$ cat src/rtl/clock_pkg.sv
`default_nettype none
// ============================================================================
//  Module  : clock_pkg
//  Purpose : Shared definitions for the clock-generation / reset-sequencing
//            logic. Holds the lock-manager state encoding so that the status
//            decoder and the lock manager agree on it.
//  Ports   : none (package)
//  Rev     : 1.0  initial release
// ============================================================================
package clock_pkg;

    localparam int LM_STATE_W = 3;

    typedef enum logic [LM_STATE_W-1:0] {
        LM_RESET_PLL = 3'd0,
        LM_WAIT_LOCK = 3'd1,
        LM_STABILISE = 3'd2,
        LM_RUN       = 3'd3,
        LM_FAULT     = 3'd4
    } lm_state_t;

endpackage : clock_pkg
`default_nettype wire

$ cat src/rtl/sync_bit.sv
`default_nettype none
// ============================================================================
//  Module  : sync_bit
//  Purpose : Multi-flop synchroniser for a single asynchronous level signal.
//            Flops clear to 0 on reset.
//  Ports   : clk    in  destination clock
//            rst_n  in  asynchronous active-low reset
//            d_i    in  asynchronous input level
//            q_o    out synchronised level (last stage)
//  Rev     : 1.0  initial release
// ============================================================================
module sync_bit #(
    parameter int STAGES = 2
) (
    input  logic clk,
    input  logic rst_n,
    input  logic d_i,
    output logic q_o
);

    logic [STAGES-1:0] sync_q;

    always_ff @(posedge clk or negedge rst_n) begin
        if (!rst_n) begin
            sync_q <= '0;
        end else begin
            sync_q <= {sync_q[STAGES-2:0], d_i};
        end
    end

    assign q_o = sync_q[STAGES-1];

endmodule : sync_bit
`default_nettype wire

$ cat src/rtl/pll_lock_mgr.sv
`default_nettype none
// ============================================================================
//  Module  : pll_lock_mgr
//  Purpose : PLL lock manager running on the free-running board oscillator.
//            Pulses PLL reset, waits for lock with a timeout, requires lock to
//            be stable, then releases the system reset. Bounded retries, after
//            which a fault is latched until restart or rst_n.
//  Ports   : clk           in  board oscillator clock
//            rst_n         in  asynchronous active-low reset
//            pll_locked_i  in  raw PLL LOCK (asynchronous to clk)
//            restart_i     in  synchronous restart request
//            pll_rst_o     out PLL reset, active high
//            sys_rst_o     out system reset request, active high
//            ready_o       out clocks locked and stable
//            fault_o       out retries exhausted
//            retries_o     out consecutive timeout count
//            loss_count_o  out saturating count of lock losses while running
//  Rev     : 1.0  initial release
// ============================================================================
module pll_lock_mgr
    import clock_pkg::*;
#(
    parameter int SYNC_STAGES  = 2,
    parameter int RST_PULSE    = 16,
    parameter int LOCK_TIMEOUT = 100000,
    parameter int STABLE_CNT   = 1024,
    parameter int RETRY_MAX    = 7,
    parameter int CNT_W        = 24,
    parameter int ERR_W        = 8
) (
    input  logic             clk,
    input  logic             rst_n,
    input  logic             pll_locked_i,
    input  logic             restart_i,
    output logic             pll_rst_o,
    output logic             sys_rst_o,
    output logic             ready_o,
    output logic             fault_o,
    output logic [2:0]       retries_o,
    output logic [ERR_W-1:0] loss_count_o
);

    // Terminal counts: an exit fires on the cycle the counter shows N-1.
    localparam logic [CNT_W-1:0] RST_LAST    = CNT_W'(RST_PULSE - 1);
    localparam logic [CNT_W-1:0] TIMEOUT_LAST = CNT_W'(LOCK_TIMEOUT - 1);
    localparam logic [CNT_W-1:0] STABLE_LAST = CNT_W'(STABLE_CNT - 1);
    localparam logic [2:0]       RETRY_LIM   = 3'(RETRY_MAX);

    logic             locked_s;

    lm_state_t        state_q, state_d;
    logic [CNT_W-1:0] cnt_q, cnt_d;
    logic [2:0]       retries_q, retries_d;
    logic [ERR_W-1:0] loss_q, loss_d;
    logic             pll_rst_q, sys_rst_q, ready_q, fault_q;

    sync_bit #(
        .STAGES (SYNC_STAGES)
    ) u_lock_sync (
        .clk   (clk),
        .rst_n (rst_n),
        .d_i   (pll_locked_i),
        .q_o   (locked_s)
    );

    // Next-state logic. Every transition (including a restart re-entering
    // RESET_PLL) clears the counter. RUN and FAULT have no timed exit, so the
    // counter is parked there instead of free-running into a wrap.
    always_comb begin
        state_d   = state_q;
        cnt_d     = cnt_q + CNT_W'(1);
        retries_d = retries_q;
        loss_d    = loss_q;

        if (restart_i) begin
            state_d   = LM_RESET_PLL;
            cnt_d     = '0;
            retries_d = '0;
        end else begin
            case (state_q)
                LM_RESET_PLL: begin
                    if (cnt_q == RST_LAST) begin
                        state_d = LM_WAIT_LOCK;
                        cnt_d   = '0;
                    end
                end
                LM_WAIT_LOCK: begin
                    // Lock wins over a coincident timeout.
                    if (locked_s) begin
                        state_d = LM_STABILISE;
                        cnt_d   = '0;
                    end else if (cnt_q == TIMEOUT_LAST) begin
                        retries_d = retries_q + 3'd1;
                        state_d   = (retries_d == RETRY_LIM) ? LM_FAULT : LM_RESET_PLL;
                        cnt_d     = '0;
                    end
                end
                LM_STABILISE: begin
                    // A glitch returns to waiting without re-resetting the PLL.
                    if (!locked_s) begin
                        state_d = LM_WAIT_LOCK;
                        cnt_d   = '0;
                    end else if (cnt_q == STABLE_LAST) begin
                        state_d   = LM_RUN;
                        cnt_d     = '0;
                        retries_d = '0;
                    end
                end
                LM_RUN: begin
                    cnt_d = '0;
                    if (!locked_s) begin
                        state_d = LM_RESET_PLL;
                        if (loss_q != '1) begin
                            loss_d = loss_q + ERR_W'(1);
                        end
                    end
                end
                LM_FAULT: begin
                    cnt_d = '0;
                end
                default: begin
                    state_d = LM_RESET_PLL;
                    cnt_d   = '0;
                end
            endcase
        end
    end

    // Outputs are decoded from the next state and registered, so they line up
    // with the state register and never depend combinationally on inputs.
    always_ff @(posedge clk or negedge rst_n) begin
        if (!rst_n) begin
            state_q   <= LM_RESET_PLL;
            cnt_q     <= '0;
            retries_q <= '0;
            loss_q    <= '0;
            pll_rst_q <= 1'b1;
            sys_rst_q <= 1'b1;
            ready_q   <= 1'b0;
            fault_q   <= 1'b0;
        end else begin
            state_q   <= state_d;
            cnt_q     <= cnt_d;
            retries_q <= retries_d;
            loss_q    <= loss_d;
            pll_rst_q <= (state_d == LM_RESET_PLL);
            sys_rst_q <= (state_d != LM_RUN);
            ready_q   <= (state_d == LM_RUN);
            fault_q   <= (state_d == LM_FAULT);
        end
    end

    assign pll_rst_o    = pll_rst_q;
    assign sys_rst_o    = sys_rst_q;
    assign ready_o      = ready_q;
    assign fault_o      = fault_q;
    assign retries_o    = retries_q;
    assign loss_count_o = loss_q;

endmodule : pll_lock_mgr
`default_nettype wire
$ cat config.mk
export PLATFORM = sky130hd
export DESIGN_NAME = pll_lock_mgr
export DESIGN_NICKNAME = d
export VERILOG_FILES = /design/src/rtl/clock_pkg.sv /design/src/rtl/sync_bit.sv /design/src/rtl/pll_lock_mgr.sv
export SDC_FILE = /design/constraint.sdc
export NUM_CORES = 1
export LEC_CHECK = 0
export ABC_AREA = 1
export ABC_CLOCK_PERIOD_IN_PS = 1500
export BUFFER_PORTS_ARGS = -buffer_cell sky130_fd_sc_hd__buf_2
export CAP_MARGIN = 20
export CORE_MARGIN = 1
export CORE_UTILIZATION = 30
export CTS_CLUSTER_SIZE = 28
export DETAILED_ROUTE_END_ITERATION = 8
export HOLD_SLACK_MARGIN = 0.12
export PLACE_DENSITY_LB_ADDON = 0.3
export SLEW_MARGIN = 20
export SYNTH_ARGS = -nofsm -noshare
export SYNTH_HDL_FRONTEND = slang
export SYNTH_SLANG_ARGS = --single-unit
$ cat constraint.sdc
create_clock -name clk -period 1.5 [get_ports clk]
set_input_delay 0.3 -clock clk [delete_from_list [all_inputs] [get_ports clk]]
set_output_delay 0.3 -clock clk [all_outputs]
set_load 0.02 [all_outputs]
==> metrics.sh <==
GRT_ANTENNA_BEFORE_REPAIR=0
POWERDENSITY_mW_PER_MM2=674.0
CTS.SINKS=44
AREA_ENCLOSED_BY_THE_DIE_BOUNDARY_SQ_MM=0.008574
SYNTH_TOP_FLOP_CELL='sky130_fd_sc_hd__dfrtp_1'
ROUTED_WL_UM=5540
SYNTH.LARGEST_AREA_CELL='sky130_fd_sc_hd__dfrtp_1'
FINALSETUPVIOLATIONS=31
INSERTEDDIODECOUNT=0
SYNTH_TOP_FAMILY_BY_AREA='simple AND/OR/NAND/NOR gates'
YOSYSTOPAREACELLSHARE=0.4268
HOLD_VIOLATIONS=0
SYNTH_AREA_SQ_MM=0.002462
SEQ_TOTAL_AREA_YOSYS=0.4482
MOST_COMMON_CELL_AFTER_LAYOUT_FILL_AND_TAPS_ASIDE='sky130_fd_sc_hd__buf_4'
GRT_MAX_DEGREE=20
WORST_PATH_CELL_TRACE='ha_4, nand3_4, inv_4, nand2_4, inv_4, nand3_4, nand2_2, o211ai_4, nand2_4, buf_12, nor2_1'
VIA_PER_INST=4.363
FINALWORSTSETUPSLACK_NS=-0.1345
GRT_REMAINING_OVERFLOW=0
MIN_PATH_CELLS=2
LEAKAGE_DISSIPATION_nW=1.792
WORST_SETUP_HOLD_PATH_CLK_SLEW_NS=0.09
SYNTH_EDF_COUNT=0
SETUP.WORST_PATH.END_CLASS='flop'
TIMING.CRITICAL_PATH.ARRIVAL_NS=1.87
INITIAL_STANDARD_CELL_UTILIZATION_OF_THE_CORE=0.3138
REG2REGPATHDEPTH=11
CRIT_PATH_MAX_DELAY_FAMILY='simple AND/OR/NAND/NOR gates'
HP-CLASS='input port to flop'
REG2REG_CAPTURE_POINT='cnt_q[22]'
CLK-INSERTION-DELAY-LATE_NS=0.30
CTS_MADE_BUFFERS=5
WORST_PATH_MAX_DELAY_CELL='sky130_fd_sc_hd__dfrtp_1'
DRT-WIRELENGTH-PER-CELL_UM=11.35
DIE_H_UM=92.60
SYNTH_AREA_IN_COMPOUND_GATES=0.04421
ROUTE.VIAS.TOTAL=2129
TIMING.HOLD.WORST.START='restart_i'
CLOCK.FMAX_GHz=0.6118
SYNTHARSTFLOPSHARE=1.000
DIE_X_UM=92.60
WORSTPATHBUFFERINVERTERCOUNT=3
CAP_VIOLATIONS=0
SYNTH-ADDER-AREA-SHARE=0.02033
DRT-INITIAL-DRC-COUNT=88
GRT_PASS1_WL_UM=9432
CLK_ROOT_BUFFER_CELL='sky130_fd_sc_hd__clkbuf_8'
TIMING.MAX_SLEW.REL_SLACK=0.6937
DESIGN.CORE.AREA_SQ_MM=0.007848
IO_BUFFER_COUNT=18
CELL_ROWS=32
HPWLAFTERDP_UM=4120
AREAGROWTHSYNTHTOFINISH_PCT=44.36
SYNTH.AREA.MUX_SHARE=0
SYNTH-SIMPLE-AREA-SHARE=0.3288
WORST_HOLD_PATH.ENDPOINT='state_q[1]'
NETLIST_INSTANCES=297
HTREE_NUM_LEVELS=2
SYNTH.FF_LATCH_COUNT=44
MAPPEDNETLISTNETS=305
SYNTH.AREA.TOP_CELLS='sky130_fd_sc_hd__dfrtp_1 (43%), sky130_fd_sc_hd__nand2_1 (7.9%), sky130_fd_sc_hd__nor2_1 (7.8%)'
FINAL-MAX-SLEW-VIOLATION-COUNT=0
RRSETUPSLACK_NS=-0.13
LAYOUT-DRIVE-GT1-SHARE=0.4378
TIMING.CLOCK.SKEW_NS=0.01183
CRITICAL_PATH.MAX_FANOUT=12
FIN_WORST_HOLD_SLACK_NS=0.2258
REMAINING_DRC_ERRORS=0
SYN_AREA_PER_CELL_SQ_UM=8.291
VIOLATED_CHECKS='negative setup slack'
CP_SLOWEST_STAGE_DELAY_NS=0.42
WORST-SETUP-PATH-TYPE='flop to flop'
CRITICAL_PATH.STARTPOINT_TYPE='flop'
WORSTMARGINPINSLEW_NS=0.4594
NETS=393
FINAL.SETUP.TNS_NS=-3.031
BOUNDARY_PIN_COUNT=19
GR-USAGE-ALL-LAYERS=0.1397
DETAIL_ROUTE.FIRST_PASS.ITERATIONS=4
R2R_STARTPOINT='cnt_q[1]'
CLOCK_TREE_FROM_TRITONCTS='done'
FIRST_GLOBAL_VIAS=2091
CTS.PATH.MAX_BUFFERS=2
CP_DATA_REQUIRED_TIME_NS=1.73
YS_WARN_COUNT=0
PERIOD_NEEDED_NS=1.634
PLACE.GP.CONGESTION=0.8524
RSZ0062_AT_GRT='yes'
DRTANTENNAVIOLNETS=0
VDD_IR_DROP_MAX_mV=0.3769
TOP_LIBRARY_CELLS_BY_USAGE_IN_THE_LAYOUT_FILL_AND_TAPS_ASIDE='sky130_fd_sc_hd__buf_4 (54), sky130_fd_sc_hd__nand2_1 (45), sky130_fd_sc_hd__dfrtp_1 (39), sky130_fd_sc_hd__nor2_1 (35), sky130_fd_sc_hd__inv_1 (29)'
FINAL_MIN_PERIOD_OVER_CLOCK_PERIOD=1.090
OUTCOME='finished with violations'
SYNTH_XOR_XNOR_AREA_SHARE=0.08181
NUMBER_OF_DISTINCT_LIBRARY_CELL_VARIANTS_IN_THE_GATE_LEVEL_NETLIST_AFTER_SYNTHESIS=36
==> layer usage <==
| layer | GRT usage | vias to the layer above | wire length [um] |
|---|---|---|---|
| li1 | - | 1110 | - |
| met1 | 0.1787 | 990 | 2589 |
| met2 | 0.2315 | 23 | 2755 |
| met3 | 0.02874 | 6 | 113 |
| met4 | 0.05208 | 0 | 82 |
| met5 | 0 | - | 0 |
==> cell usage after synthesis (6+ instances only) <==
| cell | count |
|---|---|
| sky130_fd_sc_hd__nor3_1 | 9 |
| sky130_fd_sc_hd__nand2_1 | 52 |
| sky130_fd_sc_hd__nor2_2 | 11 |
| sky130_fd_sc_hd__nand4_1 | 7 |
| sky130_fd_sc_hd__dfrtp_1 | 42 |
| sky130_fd_sc_hd__nor2_1 | 51 |
| sky130_fd_sc_hd__xor2_1 | 17 |
| sky130_fd_sc_hd__inv_1 | 34 |
| sky130_fd_sc_hd__xnor2_1 | 6 |
| sky130_fd_sc_hd__nand3_1 | 21 |
==> kinds of logic after synthesis <==
group | count (synthesis)
AND/OR/NAND/NOR | 169
AO/OA/AOI/OAI | 15
flip-flops | 44
XOR/XNOR | 23
adder cells (fa/ha/maj) | 4
buffers and inverters | 42
==> cell type report <==
cell class / instances / area (sq um)
Fill cell: 787 / 4293
Multi-Input combinational cell: 211 / 1379
Sequential cell: 44 / 1107
Timing Repair Buffer: 84 / 654.4
Inverter: 39 / 153.9
Tap cell: 102 / 127.6
Clock buffer: 6 / 72.57
Clock inverter: 2 / 60.06
==> worst max path at each step <==
stage	startpoint	endpoint	slack, ns	depth (start not counted)
after CTS	cnt_q[19]	retries_o[0]	-0.13	10
after floorplan	cnt_q[0]	cnt_q[0]	-0.06	11
after detailed placement	cnt_q[1]	cnt_q[20]	-0.16	11
after global placement	cnt_q[7]	cnt_q[20]	-0.13	8
after global routing	cnt_q[7]	retries_o[0]	-0.27	11
final	cnt_q[1]	cnt_q[22]	-0.13	11
==> metrics by stage <==
stage                       util  total power, mW  cells  area [sq um]  setup slack [ns]
after floorplan                -            1.274    297          2489          -0.06255
after global placement    0.3959            1.332    468          3107           -0.1323
after detailed placement  0.3959            1.334    468          3107           -0.1622
after CTS                 0.4276            2.434    486          3356           -0.1257
after global routing      0.4530            2.494    488          3555           -0.2685
final                     0.4530            2.396    488          3555           -0.1345
==> sequential cells by signal (all words and copies together) (netlist names) <==
name and flops:
cnt_q 24, fault_o 1, loss_count_o 8, pll_rst_o 1, ready_o 1, retries_o 3, state_q 3, sys_rst_o 1
u_lock_sync.sync_q 2
==> timing repair <==
action,4_1_cts,5_1_grt
buffers inserted,8,3
pin swaps,14,14
gates resized for setup,12,50
hold buffers,2,0
endpoints found under the hold margin,16,0
endpoints found under the setup margin,31,41
==> power by group <==
group	total (mW)	internal (mW)	switching, mW
Sequential	1.21	1.19	0.0111
Clock	1.08	0.666	0.412
Combinational	0.112	0.0467	0.0653
Power figures use the tool's default switching activity.
